File: config.mk
export PLATFORM = sky130hd
export DESIGN_NAME = line_mem_arbiter
export DESIGN_NICKNAME = d
export VERILOG_FILES = /design/src/rtl/mem_bus_pkg.sv /design/src/rtl/perf_cnt.sv /design/src/rtl/line_mem_arbiter.sv
export SDC_FILE = /design/constraint.sdc
export NUM_CORES = 1
export LEC_CHECK = 0
export ABC_AREA = 1
export BUFFER_PORTS_ARGS = -buffer_cell sky130_fd_sc_hd__clkbuf_2
export CAP_MARGIN = 15
export CORE_AREA = 4 4 660 662
export CTS_BUF_LIST = sky130_fd_sc_hd__clkbuf_2
export DETAILED_ROUTE_END_ITERATION = 7
export DIE_AREA = 0 0 664 666
export GPL_TIMING_DRIVEN = 0
export MAX_ROUTING_LAYER = met4
export SETUP_SLACK_MARGIN = 0.1
export SLEW_MARGIN = 10
export SYNTH_ARGS = -nofsm -noshare
export SYNTH_HDL_FRONTEND = slang
export SYNTH_SLANG_ARGS = --single-unit
File: constraint.sdc
create_clock -name clk -period 4.5 [get_ports clk]
set_clock_uncertainty 0.05 [all_clocks]
set_input_delay 0.45 -clock clk [delete_from_list [all_inputs] [get_ports clk]]
set_output_delay 0.45 -clock clk [all_outputs]
set_load 0.005 [all_outputs]
File: src/rtl/mem_bus_pkg.sv
// Shared types and constants for the line-granular memory bus.
package mem_bus_pkg;

  localparam int DEF_LINE_ADDR_LEN = 3;
  localparam int WORD_W            = 32;

  typedef enum logic [1:0] {
    IDLE,
    OWN0,
    OWN1
  } arb_state_t;

  typedef logic [(1 << DEF_LINE_ADDR_LEN)-1:0][WORD_W-1:0] line_t;

  // Port indices as stored in the arbiter's last-served bit.
  localparam logic PORT_I = 1'b0;
  localparam logic PORT_D = 1'b1;

endpackage

File: src/rtl/perf_cnt.sv
// Free-running performance counter with enable; wraps modulo 2^CNT_W.
module perf_cnt #(
  parameter int CNT_W = 32
) (
  input  logic             clk,
  input  logic             rst,
  input  logic             en,
  output logic [CNT_W-1:0] cnt
);

  // Count one per enabled cycle; synchronous clear.
  always_ff @(posedge clk) begin
    if (rst) begin
      cnt <= '0;
    end else if (en) begin
      cnt <= cnt + CNT_W'(1);
    end
  end

endmodule

File: src/rtl/line_mem_arbiter.sv
// Round-robin arbiter sharing main memory between the I-cache (port 0)
// and D-cache (port 1), with per-port transaction and wait counters.
//
// state | meaning
// IDLE  | no owner; arbitrate among pending ports, mem requests held low
// OWN0  | port 0 owns memory until mem_gnt or until it drops its request
// OWN1  | port 1 owns memory until mem_gnt or until it drops its request
module line_mem_arbiter
  import mem_bus_pkg::*;
#(
  parameter int LINE_ADDR_LEN = 3,
  parameter int ADDR_LEN      = 9,
  parameter int CNT_W         = 32
) (
  input  logic                                 clk,
  input  logic                                 rst,
  input  logic                                 p0_rd_req,
  input  logic                                 p0_wr_req,
  input  logic [ADDR_LEN-1:0]                  p0_addr,
  input  logic [(WORD_W << LINE_ADDR_LEN)-1:0] p0_wr_line,
  output logic                                 p0_gnt,
  output logic [(WORD_W << LINE_ADDR_LEN)-1:0] p0_rd_line,
  input  logic                                 p1_rd_req,
  input  logic                                 p1_wr_req,
  input  logic [ADDR_LEN-1:0]                  p1_addr,
  input  logic [(WORD_W << LINE_ADDR_LEN)-1:0] p1_wr_line,
  output logic                                 p1_gnt,
  output logic [(WORD_W << LINE_ADDR_LEN)-1:0] p1_rd_line,
  output logic                                 mem_rd_req,
  output logic                                 mem_wr_req,
  output logic [ADDR_LEN-1:0]                  mem_addr,
  output logic [(WORD_W << LINE_ADDR_LEN)-1:0] mem_wr_line,
  input  logic [(WORD_W << LINE_ADDR_LEN)-1:0] mem_rd_line,
  input  logic                                 mem_gnt,
  output logic [CNT_W-1:0]                     p0_txn_cnt,
  output logic [CNT_W-1:0]                     p1_txn_cnt,
  output logic [CNT_W-1:0]                     p0_wait_cnt,
  output logic [CNT_W-1:0]                     p1_wait_cnt
);

  arb_state_t state;
  logic       last;
  logic       p0_pend;
  logic       p1_pend;

  assign p0_pend = p0_rd_req | p0_wr_req;
  assign p1_pend = p1_rd_req | p1_wr_req;

  // Read data is not owner-qualified; each cache only consumes it on its gnt.
  assign p0_rd_line = mem_rd_line;
  assign p1_rd_line = mem_rd_line;

  // Ownership FSM and last-served bit; a ported drop of requests aborts
  // the transaction without touching fairness state.
  always_ff @(posedge clk) begin
    if (rst) begin
      state <= IDLE;
      last  <= PORT_D;
    end else begin
      case (state)
        IDLE: begin
          if (p0_pend && p1_pend) begin
            state <= (last == PORT_D) ? OWN0 : OWN1;
          end else if (p0_pend) begin
            state <= OWN0;
          end else if (p1_pend) begin
            state <= OWN1;
          end
        end
        OWN0: begin
          if (mem_gnt) begin
            state <= IDLE;
            last  <= PORT_I;
          end else if (!p0_pend) begin
            state <= IDLE;
          end
        end
        OWN1: begin
          if (mem_gnt) begin
            state <= IDLE;
            last  <= PORT_D;
          end else if (!p1_pend) begin
            state <= IDLE;
          end
        end
        default: state <= IDLE;
      endcase
    end
  end

  // Route the owner's request, address and write line to memory and the
  // memory completion back to the owner only.
  always_comb begin
    mem_rd_req  = 1'b0;
    mem_wr_req  = 1'b0;
    mem_addr    = p0_addr;
    mem_wr_line = p0_wr_line;
    p0_gnt      = 1'b0;
    p1_gnt      = 1'b0;
    case (state)
      OWN0: begin
        mem_rd_req = p0_rd_req;
        mem_wr_req = p0_wr_req;
        p0_gnt     = mem_gnt;
      end
      OWN1: begin
        mem_rd_req  = p1_rd_req;
        mem_wr_req  = p1_wr_req;
        mem_addr    = p1_addr;
        mem_wr_line = p1_wr_line;
        p1_gnt      = mem_gnt;
      end
      default: ;
    endcase
  end

  perf_cnt #(.CNT_W(CNT_W)) u_p0_txn (
    .clk (clk),
    .rst (rst),
    .en  ((state == OWN0) && mem_gnt),
    .cnt (p0_txn_cnt)
  );

  perf_cnt #(.CNT_W(CNT_W)) u_p1_txn (
    .clk (clk),
    .rst (rst),
    .en  ((state == OWN1) && mem_gnt),
    .cnt (p1_txn_cnt)
  );

  perf_cnt #(.CNT_W(CNT_W)) u_p0_wait (
    .clk (clk),
    .rst (rst),
    .en  (p0_pend && (state != OWN0)),
    .cnt (p0_wait_cnt)
  );

  perf_cnt #(.CNT_W(CNT_W)) u_p1_wait (
    .clk (clk),
    .rst (rst),
    .en  (p1_pend && (state != OWN1)),
    .cnt (p1_wait_cnt)
  );

endmodule
# == Yosys cells after proc, flatten, opt, wreduce, memory -nomap -nowiden ==
# Cells that the tools add are included.
# word_totals
word_cells,48
register_bits,131
inputBits,793
out_inout_bits,909
# classes
add_sub_neg,4
eq_ne,9
mux,18
n_reduce_logical,9
bitwise_logic,2
# ops
op,count
256-bit 2-to-1 mux,1
32-bit by 1-bit adder with 32-bit output (second input constant),4
2-bit 2-to-1 mux,8
9-bit 2-to-1 mux,1
2-bit inequality test (second input constant),3
3-bit inequality test (second input constant),2
1-bit one-hot mux with 2 select lines,3
2-bit one-hot mux with 3 select lines,1
3-bit AND reduction,2
1-bit logical AND,5
1-bit 2-to-1 mux,4
4-bit inequality test (second input constant),1
2-bit by 1-bit == test with 1-bit output (second input constant),1
2-bit == test (second input constant),1
2-bit logical NOT,1
2-bit by 1-bit inequality test with 1-bit output (second input constant),1
1-bit OR,2
2-bit nonzero test,1

# == Depth between registers and ports, before layout ==
# Gate-level depths: netlist of run 1.
# logic_depth
ltp_word,5
ltp_mapped,12

# == Cells and area by module ==
# From an unflattened synthesis of run 1, not the netlist that was laid out.
# unflattened
hier_cells,2468
hier_area_um2,14720.4
# by_module_without_submodules
module,cells_per_inst,seq_area_each_um2,instances,area_each_um2
line_mem_arbiter,1416,60.1,1,7548.5
perf_cnt,263,640.6,4,1793.0

# == Worst setup path after synthesis of run 1 ==
# No wires, ideal clock.
# synth_path
kind,reg-to-output
startpoint,reg state[0]
endpoint,out mem_addr[0]
path_buffers,3
slack_ps,2536
arrival_time_ps,1464
path_stages_with_launch,9
path_cell_list,dfxtp_1 inv_1 ha_1 buf_4 inv_2 clkbuf_1 clkbuf_1 nand2_1 nand2_1
# synth_via
elab_chain_cells,2
# synth_lines
element,line_no,rtl
"start, declared",line_mem_arbiter.sv:41,arb_state_t state;
"start signal, assigned",line_mem_arbiter.sv:63,state <= (last == PORT_D) ? OWN0 : OWN1;
2-bit == test,line_mem_arbiter.sv:100,case (state)
9-bit 2-to-1 mux,line_mem_arbiter.sv:100,
"end, declared",line_mem_arbiter.sv:31,"output logic [ADDR_LEN-1:0] mem_addr,"
# No other way between the ends.

# == Worst setup path in the final report of run 1 ==
# layout_path
startpoint,reg state[0]
endpoint,out mem_wr_line[147]
# layout_via
elab_chain_cells,2
# layout_lines
element,line_no,rtl
2-bit == test,line_mem_arbiter.sv:100,
256-bit 2-to-1 mux,line_mem_arbiter.sv:100,
"end, declared",line_mem_arbiter.sv:32,"output logic [(WORD_W << LINE_ADDR_LEN)-1:0] mem_wr_line,"
# No other way between the ends.

==> impl_metrics.env, run 1 <==
export IMPL_required_ps=4000
export IMPL_floorplan_initialDensity_pct=3.27
export IMPL_finish_net_count=4745
export IMPL_period_share_pct=91.9
export IMPL_dpl_cell_count=9629
export IMPL_synth_top_area_share_pct=28.1
export IMPL_critical_path_endpoint_type="output port"
export IMPL_timing_setup_critical_path_class="reg -> out"
export IMPL_floorplan_die_area_um2=442000
export IMPL_synth_area_um2=14000
export IMPL_gpl_final_weighted_congestion=1.19
export IMPL_detailroute_via_count=22955
export IMPL_synth_cell_type_count=32
export IMPL_report_final_slew_viol_count=0
export IMPL_report_final_setup_viol=0
export IMPL_route_antenna_remaining_nets=0
export IMPL_yosysSeqAreaShare_pct=18.7
export IMPL_layout_area_growth_over_synthesis_pct=108
export IMPL_synth_enable_flop_cells=0
export IMPL_worstPathArrival_ps=3640
export IMPL_core_area_um2=430000
export IMPL_multi_input_combinational_cell_area_um2=6680
export IMPL_routed_wl_um=324000
export IMPL_clock_tree_buffer_depth=2
export IMPL_tightest_slew_ps=1110
export IMPL_grt_remaining_overflow=0
export IMPL_initial_antenna_violation_count=268
export IMPL_synth_area_leaders="sky130_fd_sc_hd__nand2_1 28%, sky130_fd_sc_hd__buf_4 27%, sky130_fd_sc_hd__dfxtp_1 19%"
export IMPL_asyncSetResetFlopFracSynth_pct=0
export IMPL_power_per_cell_area_nw_per_um2=167
export IMPL_dp_hpwl_um=311000
export IMPL_die_w_um=664
export IMPL_synth_seq_cells=131
export IMPL_rsz0062_at_grt="false"
export IMPL_dr_pass1_iters=7
export IMPL_vias_in_the_first_global_route=20287
export IMPL_post_route_cells_drive_above_1_share_pct=51.9
export IMPL_min_delay_path_class="in -> reg"
export IMPL_drt_iter0_markers=2048
export IMPL_finalSetupTns_ps=0
export IMPL_floorplan_die_height_um=666
export IMPL_report_final_hold_viol_count=0
export IMPL_io_pins=1702
export IMPL_io_buffers=1444
export IMPL_ctsHtreeMaxLevel=4
export IMPL_synth_top_area_cell="sky130_fd_sc_hd__nand2_1"
export IMPL_worst_setup_path_start_kind="flip-flop"
export IMPL_n_fill_cell=51269
export IMPL_wire_length_of_the_first_global_routing_pass_um=366000
export IMPL_number_of_max_cap_violations=0
export IMPL_fp_row_count=241
export IMPL_seq_area_um2=2620
export IMPL_clock_insertion_delay_worst_skew_ps=1040
export IMPL_detail_route_drc_violations=0
export IMPL_track_usage_pct=14.4
export IMPL_final_cell_area_um2=29300
export IMPL_tritoncts="yes"
export IMPL_detail_route_vias_per_cell=2.34
export IMPL_max_vdd_ir_drop_mv=0.132
export IMPL_post_dp_cell_area_um2=28500
export IMPL_tritoncts_num_buffers=17
export IMPL_cts_sink_count=131
export IMPL_critPathMaxFanout=10
export IMPL_finalNonFillerCells=9817
export IMPL_fmax_mhz=242
export IMPL_status="finished clean"
export IMPL_power_leakage_nw=13.9
export IMPL_slew_headroom_pct=26.0
export IMPL_synth_cells=2468
export IMPL_grt_max_degree=17
export IMPL_fin_worst_hold_slack_ps=228
export IMPL_synth_yosys_warnings=0
export IMPL_wl_per_cell_um=33.0
export IMPL_min_period_ps=4140
export IMPL_ctsRootBufferMaster="sky130_fd_sc_hd__clkbuf_2"
export IMPL_post_synth_cell_area_avg_um2=5.69
export IMPL_cts_clk_slew_worst_paths_ps=250
export IMPL_ys_flop_type="sky130_fd_sc_hd__dfxtp_1"
export IMPL_synth_net_count=3268
export IMPL_p_total_mw=4.89
layout by cell type (no fill, tap or decap), types with 2 or more instances in the layout:
| cell | count |
|---|---|
| sky130_fd_sc_hd__inv_6 | 3 |
| sky130_fd_sc_hd__nor3b_1 | 5 |
| sky130_fd_sc_hd__o21bai_1 | 7 |
| sky130_fd_sc_hd__clkinvlp_4 | 5 |
| sky130_fd_sc_hd__clkbuf_4 | 8 |
| sky130_fd_sc_hd__o21ai_1 | 4 |
| sky130_fd_sc_hd__clkinv_4 | 3 |
| sky130_fd_sc_hd__nand2_1 | 1048 |
| sky130_fd_sc_hd__nor2_1 | 210 |
| sky130_fd_sc_hd__nand4_1 | 42 |
| sky130_fd_sc_hd__clkinv_1 | 3 |
| sky130_fd_sc_hd__a21oi_1 | 63 |
| sky130_fd_sc_hd__buf_12 | 2 |
| sky130_fd_sc_hd__buf_8 | 3 |
| sky130_fd_sc_hd__dfxtp_1 | 131 |
| sky130_fd_sc_hd__o21a_1 | 4 |
| sky130_fd_sc_hd__buf_4 | 513 |
| sky130_fd_sc_hd__clkinv_2 | 2 |
| sky130_fd_sc_hd__nand3_2 | 4 |
| sky130_fd_sc_hd__ha_1 | 7 |
| sky130_fd_sc_hd__o21ai_0 | 50 |
| sky130_fd_sc_hd__nor3_1 | 28 |
| sky130_fd_sc_hd__nor2_2 | 7 |
| sky130_fd_sc_hd__nor2_4 | 8 |
| sky130_fd_sc_hd__buf_6 | 3 |
| sky130_fd_sc_hd__nand2_2 | 7 |
| sky130_fd_sc_hd__inv_1 | 155 |
| sky130_fd_sc_hd__clkbuf_1 | 45 |
| sky130_fd_sc_hd__nand3_1 | 82 |
| sky130_fd_sc_hd__clkbuf_2 | 1477 |
| sky130_fd_sc_hd__dlygate4sd3_1 | 7 |
| sky130_fd_sc_hd__diode_2 | 149 |
| sky130_fd_sc_hd__xor2_1 | 9 |
cell type report:
cell class                 count  area share (%)
antenna                      149            1.27
multi-input combinational   1591            22.8
clock buffer                  17           0.291
sequential                   131            8.96
buffer                       587            14.3
tap                         5710            24.4
inverter                     159            2.05
clock inverter                15           0.458
timing repair buffer        1458            25.4
synthesized netlist by cell type (2+ instances only):
cell type                  instances
sky130_fd_sc_hd__inv_2             2
sky130_fd_sc_hd__clkbuf_1         70
sky130_fd_sc_hd__nor3b_1           5
sky130_fd_sc_hd__nor3_1           28
sky130_fd_sc_hd__dfxtp_1         131
sky130_fd_sc_hd__o21ai_0          50
sky130_fd_sc_hd__nand2_1        1049
sky130_fd_sc_hd__inv_1           155
sky130_fd_sc_hd__nor2_4            8
sky130_fd_sc_hd__o21a_1            4
sky130_fd_sc_hd__nand2_2           6
sky130_fd_sc_hd__o21ai_1           4
sky130_fd_sc_hd__nand4_1          42
sky130_fd_sc_hd__buf_4           514
sky130_fd_sc_hd__o21bai_1          7
sky130_fd_sc_hd__nand3_2           4
sky130_fd_sc_hd__a21oi_1          63
sky130_fd_sc_hd__nor2_2            7
sky130_fd_sc_hd__ha_1              7
sky130_fd_sc_hd__nand3_1          82
sky130_fd_sc_hd__clkinv_1          2
sky130_fd_sc_hd__xor2_1            9
sky130_fd_sc_hd__nor2_1          210
per-stage QoR:
step           setup WS [ps]  utilization (%)
6_report                 363             6.81
5_1_grt                 88.3             6.80
4_1_cts                  103             6.72
3_5_place_dp             348             6.64
3_3_place_gp            -612             6.61
2_1_floorplan           2540                -
per-layer routing:
metal | GRT usage [%] | wire length (um) | up-vias
met2 | 23.6 | 155000 | 1595
li1 | - | - | 10249
met5 | - | 0 | -
met1 | 14.9 | 116000 | 10764
met3 | 8.14 | 44900 | 347
met4 | 3.38 | 8250 | 0
flip-flops by register name (all words and copies together), names as in the netlist:
| signal | cells |
|---|---|
| u_p1_wait.cnt | 32 |
| state | 2 |
| u_p0_txn.cnt | 32 |
| last | 1 |
| u_p0_wait.cnt | 32 |
| u_p1_txn.cnt | 32 |
worst max-delay path, stage by stage (launching register included):
cell and delay, ps:
sky130_fd_sc_hd__dfxtp_1 360, sky130_fd_sc_hd__inv_1 100, sky130_fd_sc_hd__ha_1 170, sky130_fd_sc_hd__buf_6 270
sky130_fd_sc_hd__clkbuf_4 390, sky130_fd_sc_hd__clkbuf_1 320, sky130_fd_sc_hd__nand2_1 560, sky130_fd_sc_hd__nand2_1 230
sky130_fd_sc_hd__clkbuf_2 180
cell families after synthesis:
kind of cell | count (synthesis) | share of synthesized area (%)
buffers and inverters | 746 | 33.8
DFF | 131 | 18.7
adders and majority gates | 7 | 0.624
and+or+nand+nor | 1444 | 41.4
xor gates and xnor gates | 10 | 0.624
AOI/OAI and AO/OA | 130 | 4.86
where the power goes:
| part | internal (mW) | switching, mW | leakage [nW] | total, mW |
|---|---|---|---|---|
| clock | 0.203 | 0.589 | 0.122 | 0.792 |
| sequential | 1.18 | 0.0166 | 1.06 | 1.20 |
| combinational | 0.994 | 1.91 | 12.7 | 2.90 |
| total | 2.38 | 2.52 | 13.9 | 4.89 |
path summary, 6_finish.rpt:
path | startpoint | to | slack (ps) | depth (start not counted)
setup / recovery | state[0] | mem_wr_line[147] | 360 | 8
hold / removal | p1_rd_req | u_p1_wait.cnt[1] | 230 | 4
hold reg to reg | u_p0_wait.cnt[5] | u_p0_wait.cnt[6] | 420 | 2
setup reg to reg | state[0] | state[1] | 1330 | 11
timing repair:
| item | in CTS | in global routing |
|---|---|---|
| hold buffers | 7 | 0 |
| setup buffers | 0 | 0 |
| setup endpoints to repair | 199 | 3 |
| cloned | 0 | 0 |
| hold endpoints to repair | 45 | 0 |
| gates resized for setup | 25 | 6 |
(Power assumes the default switching activity.)
==> inputs of run 2 (changes only) <==
- CORE_AREA: 4 4 660 662 -> 4 4 667 669
- DIE_AREA: 0 0 664 666 -> 0 0 671 673
- SYNTH_HIERARCHICAL: not set -> 1
==> impl_metrics.env, run 2 <==
export IMPL_report_final_slew_viol_count=0
export IMPL_netSwitchingFraction_pct=59.5
export IMPL_asyncSetResetFlopFracSynth_pct=0
export IMPL_synth_area_um2=14700
export IMPL_drt_iter0_markers=1805
export IMPL_number_of_max_cap_violations=0
export IMPL_post_synth_cell_area_avg_um2=5.96
export IMPL_required_ps=4000
export IMPL_tightest_slew_ps=950
export IMPL_slew_headroom_pct=36.7
export IMPL_critical_path_startpoint="state[0]"
export IMPL_min_delay_path_class="in -> reg"
export IMPL_worst_path_stages=8
export IMPL_cts_sink_count=131
export IMPL_setup_fix_buffers_added_after_clock_tree_synthesis=0
export IMPL_ctsHtreeMaxLevel=4
export IMPL_yosysSeqAreaShare_pct=17.8
export IMPL_timing_setup_critical_path_class="reg -> out"
export IMPL_power_leakage_nw=14.3
export IMPL_synth_cell_type_count=28
export IMPL_cellInternalPower_mw=2.56
export IMPL_synth_top_area_share_pct=27.5
export IMPL_critical_path_buf_inv_count=5
export IMPL_clock_insertion_delay_worst_skew_ps=1050
export IMPL_floorplan_die_height_um=673
export IMPL_detail_route_drc_violations=0
export IMPL_routed_wl_um=369000
export IMPL_rsz0062_at_grt="false"
export IMPL_dr_pass1_iters=5
export IMPL_synth_seq_cells=131
export IMPL_io_pins=1702
export IMPL_worst_setup_path_start_kind="flip-flop"
export IMPL_power_share_clock_pct=13.0
export IMPL_finish_net_count=4751
export IMPL_layout_area_growth_over_synthesis_pct=104
export IMPL_ctsRootBufferMaster="sky130_fd_sc_hd__clkbuf_2"
export IMPL_fmax_mhz=246
export IMPL_worst_r2r_path_depth=10
export IMPL_grt_remaining_overflow=0
export IMPL_net_switching_power_figure_mw=3.77
export IMPL_finalSetupTns_ps=0
export IMPL_dp_hpwl_um=355000
export IMPL_critical_path_endpoint_type="output port"
export IMPL_die_w_um=671
export IMPL_floorplan_die_area_um2=452000
export IMPL_netlist_top_cells_count="1028 x sky130_fd_sc_hd__nand2_1, 540 x sky130_fd_sc_hd__buf_4, 169 x sky130_fd_sc_hd__nor2_1"
export IMPL_synth_enable_flop_cells=0
export IMPL_fp_row_count=243
export IMPL_initial_antenna_violation_count=276
export IMPL_yosys_cell_count_top_type="sky130_fd_sc_hd__nand2_1"
export IMPL_critical_path_cell_list="inv_1 -> ha_1 -> buf_6 -> buf_4 -> buf_4 -> nand2_1 -> nand2_1 -> clkbuf_2"
export IMPL_reg2reg_from="state[1]"
export IMPL_cts_clk_slew_worst_paths_ps=260
export IMPL_min_period_ps=4060
export IMPL_synth_cells=2468
export IMPL_tritoncts="yes"
export IMPL_ys_flop_type="sky130_fd_sc_hd__dfxtp_1"
export IMPL_n_fill_cell=52214
export IMPL_tritoncts_num_buffers=25
export IMPL_io_buffers=1445
export IMPL_report_final_setup_viol=0
export IMPL_fin_worst_hold_slack_ps=284
export IMPL_critPathMaxFanout=10
export IMPL_gpl_final_weighted_congestion=1.05
export IMPL_timing_critical_path_slowest_stage_cell="sky130_fd_sc_hd__nand2_1"
export IMPL_wire_length_of_the_first_global_routing_pass_um=414000
export IMPL_worst_r2r_setup_slack_ps=1030
export IMPL_synth_yosys_warnings=6
export IMPL_worstPathArrival_ps=3560
export IMPL_post_route_cells_drive_above_1_share_pct=56.0
export IMPL_synth_net_count=3268
export IMPL_commonest_cells_after_routing_fill_and_taps_aside="1474 x sky130_fd_sc_hd__clkbuf_2, 1014 x sky130_fd_sc_hd__nand2_1, 540 x sky130_fd_sc_hd__buf_4"
export IMPL_critPathTopFamily="buffers and inverters"
export IMPL_track_usage_pct=16.1
export IMPL_worst_reg2reg_path_endpoint="state[1]"
export IMPL_grt_max_degree=14
export IMPL_core_area_um2=438000
export IMPL_wl_per_cell_um=37.0
export IMPL_detailroute_via_count=23252
export IMPL_comb_power_share_pct=67.9
export IMPL_critPathCapture="mem_wr_line[34]"
export IMPL_route_antenna_remaining_nets=0
export IMPL_synth_area_leaders="sky130_fd_sc_hd__buf_4 28%, sky130_fd_sc_hd__nand2_1 26%, sky130_fd_sc_hd__dfxtp_1 18%"
export IMPL_report_final_hold_viol_count=0
export IMPL_synth_top_area_cell="sky130_fd_sc_hd__buf_4"
export IMPL_power_per_cell_area_nw_per_um2=211
export IMPL_detail_route_vias_per_cell=2.33
export IMPL_floorplan_initialDensity_pct=3.36
export IMPL_slowest_delay_ps=440
export IMPL_layout_cells_most_common="sky130_fd_sc_hd__clkbuf_2"
export IMPL_power_share_sequential_pct=19.0
export IMPL_vias_in_the_first_global_route=21172
export IMPL_clock_tree_buffer_depth=3
export IMPL_period_share_pct=90.2
export IMPL_max_vdd_ir_drop_mv=0.120
export IMPL_status="finished clean"
==> run 2: changes by cell type in the layout (fill, tap and decap cells not counted), sizes merged, moves of 19 or more <==
cell and change:
nor2 +24, clkbuf -54, a21oi +19, buf +60, nor3 -25, o21ai -25
==> run 2: repair_timing <==
item                                    in CTS  in global routing
endpoints found under the hold margin       11                  0
hold buffers                                11                  0
endpoints found under the setup margin      29                  0
resized for setup                           18                  0
==> run 2: worst min-delay path by stage <==
stage	from	to	slack [ps]	cells after the start
floorplan	last	last	370	2
global placement	last	last	390	2
detailed placement	last	last	400	2
CTS	p1_wr_req	u_p1_wait/cnt[0]	220	5
global route	p1_wr_req	u_p1_wait/cnt[0]	270	5
finish	p1_wr_req	u_p1_wait/cnt[0]	280	5
==> run 2: worst register-to-register path: stages (launching register included) <==
cell and delay [ps]:
sky130_fd_sc_hd__dfxtp_1 410, sky130_fd_sc_hd__inv_1 80, sky130_fd_sc_hd__ha_1 210, sky130_fd_sc_hd__nand3_1 80, sky130_fd_sc_hd__dlygate4sd3_1 560, sky130_fd_sc_hd__nand3_1 90
sky130_fd_sc_hd__dlygate4sd3_1 620, sky130_fd_sc_hd__nor2_1 140, sky130_fd_sc_hd__dlygate4sd3_1 580, sky130_fd_sc_hd__nor2_1 50, sky130_fd_sc_hd__dlygate4sd3_1 540
==> run 2: cell type report <==
class | count | area (um^2) | share of cell area [%]
buffer | 587 | 4400 | 14.7
clock buffer | 29 | 145 | 0.484
timing repair buffer | 1456 | 7340 | 24.5
multi-input combinational | 1605 | 7190 | 24.0
sequential | 131 | 2620 | 8.74
clock inverter | 4 | 18.8 | 0.0625
tap | 5880 | 7360 | 24.5
inverter | 145 | 557 | 1.86
antenna | 151 | 378 | 1.26
==> run 2: logic make-up after synthesis <==
logic type / Yosys count / synth area share, %
AND/OR/NAND/NOR: 1463 / 42.9
buffers and inverters: 732 / 33.6
flip-flops: 131 / 17.8
AO/OA/AOI/OAI: 123 / 4.42
XOR/XNOR: 12 / 0.714
adder cells (fa/ha/maj): 7 / 0.595
==> run 2: per-stage QoR <==
step           util [%]  setup WS, ps  std cells  area (um^2)  power (mW)
4_1_cts            6.76          15.2       9837        29600        6.70
2_1_floorplan         -          2590       2468        14700        2.42
3_3_place_gp       6.69           851       9793        29300        5.72
6_report           6.85           442       9988        30000        6.33
3_5_place_dp       6.69           803       9793        29300        5.72
5_1_grt            6.84           168       9974        30000        6.71
==> run 2: power by group through the flow <==
stage	Combinational [mW]	Sequential, mW	Clock (mW)
after floorplan	1.20	1.22	0
after global placement	4.49	1.22	0
after detailed placement	4.49	1.23	0
after CTS	4.53	1.21	0.965
after global routing	4.57	1.21	0.935
final	4.30	1.20	0.825
==> run 2: per-layer routing <==
metal | up-vias | GRT usage [%] | share of wire [%]
li1 | 10189 | - | -
met1 | 11010 | 16.4 | 36
met2 | 1668 | 26.2 | 47
met3 | 385 | 10.2 | 15
met4 | 0 | 3.15 | 2.6
met5 | - | - | 0
==> inputs of run 3 (changes only) <==
- ABC_AREA: 1 -> not set
- CORE_AREA: 4 4 667 669 -> 4 4 658 660
- DIE_AREA: 0 0 671 673 -> 0 0 662 664
==> impl_metrics.env, run 3 <==
export IMPL_ctsRootBufferMaster="sky130_fd_sc_hd__clkbuf_2"
export IMPL_dpl_cell_count=8701
export IMPL_floorplan_die_height_um=664
export IMPL_gpl_final_weighted_congestion=1.40
export IMPL_dr_pass1_iters=8
export IMPL_commonest_cells_after_routing_fill_and_taps_aside="1458 x sky130_fd_sc_hd__clkbuf_2, 532 x sky130_fd_sc_hd__buf_4, 301 x sky130_fd_sc_hd__mux2_2"
export IMPL_synth_top_family_by_area="buffers and inverters"
export IMPL_power_per_cell_area_nw_per_um2=177
export IMPL_timing_setup_critical_path_class="reg -> out"
export IMPL_tightest_slew_ps=1100
export IMPL_track_usage_pct=18.6
export IMPL_critical_path_startpoint="state[0]"
export IMPL_worst_setup_path_start_kind="flip-flop"
export IMPL_synth_area_leaders="sky130_fd_sc_hd__buf_4 29%, sky130_fd_sc_hd__mux2_2 25%, sky130_fd_sc_hd__dfxtp_1 19%"
export IMPL_floorplan_initialDensity_pct=3.18
export IMPL_min_delay_path_class="in -> reg"
export IMPL_tritoncts_num_buffers=21
export IMPL_worstPathArrival_ps=3490
export IMPL_ctsHtreeMaxLevel=4
export IMPL_final_util_pct=7.01
export IMPL_post_synth_mux_area_share_pct=26.1
export IMPL_ys_flop_type="sky130_fd_sc_hd__dfxtp_1"
export IMPL_worst_r2r_setup_slack_ps=560
export IMPL_synth_cell_type_count=41
export IMPL_p_total_mw=5.30
export IMPL_rsz0062_at_grt="false"
export IMPL_critical_path_endpoint_type="output port"
export IMPL_detail_route_vias_per_cell=2.17
export IMPL_cts_clk_slew_worst_paths_ps=280
export IMPL_number_of_max_cap_violations=0
export IMPL_initial_antenna_violation_count=379
export IMPL_critPathMaxFanout=10
export IMPL_synth_compound_area_share_pct=2.58
export IMPL_floorplan_die_area_um2=440000
export IMPL_cts_sink_count=131
export IMPL_power_leakage_nw=12.3
export IMPL_route_antenna_remaining_nets=0
export IMPL_report_final_slew_viol_count=0
export IMPL_dp_hpwl_um=395000
export IMPL_synth_area_um2=13600
export IMPL_die_w_um=662
export IMPL_synth_enable_flop_cells=0
export IMPL_synth_top_area_cell="sky130_fd_sc_hd__buf_4"
export IMPL_vias_in_the_first_global_route=17835
export IMPL_report_final_setup_viol=0
export IMPL_yosys_cell_count_top_type="sky130_fd_sc_hd__buf_4"
export IMPL_grt_remaining_overflow=0
export IMPL_max_vdd_ir_drop_mv=0.198
export IMPL_synth_cells=1561
export IMPL_timing_critical_path_slowest_stage_cell="sky130_fd_sc_hd__buf_4"
export IMPL_drt_iter0_markers=1347
export IMPL_clock_tree_buffer_depth=3
export IMPL_critical_path_cell_list="inv_1 -> ha_1 -> buf_8 -> buf_4 -> buf_6 -> mux2_2 -> clkbuf_2"
export IMPL_post_synth_and_or_nand_nor_area_fraction_pct=16.1
export IMPL_slew_headroom_pct=26.9
export IMPL_fmax_mhz=251
export IMPL_yosysSeqAreaShare_pct=19.3
export IMPL_detail_route_drc_violations=0
export IMPL_min_period_ps=3990
export IMPL_layout_cells_most_common="sky130_fd_sc_hd__clkbuf_2"
export IMPL_netlist_top_cells_count="532 x sky130_fd_sc_hd__buf_4, 301 x sky130_fd_sc_hd__mux2_2, 131 x sky130_fd_sc_hd__dfxtp_1"
export IMPL_clock_insertion_delay_worst_skew_ps=1240
export IMPL_synth_yosys_warnings=6
export IMPL_finish_net_count=3853
export IMPL_detailroute_via_count=20202
export IMPL_synth_seq_cells=131
export IMPL_setup_fix_buffers_added_after_clock_tree_synthesis=0
export IMPL_core_area_um2=427000
export IMPL_required_ps=4000
export IMPL_wire_length_of_the_first_global_routing_pass_um=450000
export IMPL_wl_per_cell_um=44.5
export IMPL_post_synth_cell_area_avg_um2=8.69
export IMPL_slowest_delay_ps=440
export IMPL_finalNonFillerCells=9297
export IMPL_tritoncts="yes"
export IMPL_asyncSetResetFlopFracSynth_pct=0
export IMPL_reg2reg_from="state[0]"
export IMPL_synth_top_area_share_pct=29.4
export IMPL_report_final_hold_viol_count=0
export IMPL_synth_xor_xnor_area_share_pct=3.36
export IMPL_period_share_pct=88.6
export IMPL_grt_max_degree=20
export IMPL_finalSetupTns_ps=0
export IMPL_fp_row_count=240
export IMPL_routed_wl_um=413000
export IMPL_post_route_cells_drive_above_1_share_pct=77.1
export IMPL_synth_net_count=2361
export IMPL_io_pins=1702
export IMPL_start_point_of_the_worst_hold_path="rst"
export IMPL_post_synth_fa_ha_maj_area_fraction_pct=0.646
export IMPL_io_buffers=1445
export IMPL_layout_area_growth_over_synthesis_pct=120
export IMPL_fin_worst_hold_slack_ps=302
export IMPL_status="finished clean"
-- run 3: report_power, final --
| part | switching [mW] | total (mW) | internal [mW] |
|---|---|---|---|
| registers | 0.0156 | 1.20 | 1.18 |
| logic | 1.91 | 3.00 | 1.09 |
| clock network | 0.790 | 1.11 | 0.317 |
| total | 2.71 | 5.30 | 2.59 |
-- run 3: timing repair --
action | 4_1_cts | 5_1_grt
hold buffers | 15 | 0
endpoints found under the hold margin | 77 | 0
setup endpoints to repair | 93 | 3
resized for setup | 21 | 1
gates cloned | 0 | 0
-- run 3: critical path: cells and delay by family (launching register included) --
kind                       cells  cell delay (ps)
buffers and inverters          5             1310
DFF                            1              400
adders and majority gates      1              180
muxes                          1              350
-- run 3: layout make-up --
cell class / count / area, um^2
Multi-Input combinational cell: 829 / 6610
Inverter: 19 / 71.3
Fill cell: 50295 / 397000
Antenna cell: 547 / 1370
Timing Repair Buffer: 1469 / 7560
Tap cell: 5687 / 7120
Buffer: 582 / 4300
Clock buffer: 21 / 105
Clock inverter: 12 / 140
Sequential cell: 131 / 2620
-- run 3: final timing paths --
check	to	cells past startpoint
worst max register to register	u_p1_txn/cnt[26]	13
worst min register to register	u_p0_txn/cnt[22]	2
worst max-delay path	mem_wr_line[250]	7
worst min-delay path	u_p1_wait/cnt[24]	4
-- run 3: cells by family (layout without fill, tap and decap cells) --
group	after synthesis	after routing
buffers and inverters	601	2103
AND/OR/NAND/NOR	394	394
XOR/XNOR	52	52
AO/OA/AOI/OAI	61	61
flip-flops	131	131
adder cells (fa/ha/maj)	7	7
other	0	547
multiplexers	315	315
-- run 3: per-layer routing --
layer	track usage (%)	part of all wire, %	up-vias
met5	-	0	-
met4	4.49	3.2	0
met3	18.8	22	487
met2	27.2	42	1869
met1	16.8	33	9414
li1	-	-	8432
-- run 3: stage by stage --
stage	area, um^2	setup WS [ps]
after floorplan	13600	1920
after global placement	27900	-1440
after detailed placement	28100	86.9
after CTS	28500	20.0
after global routing	29900	112
final	29900	515
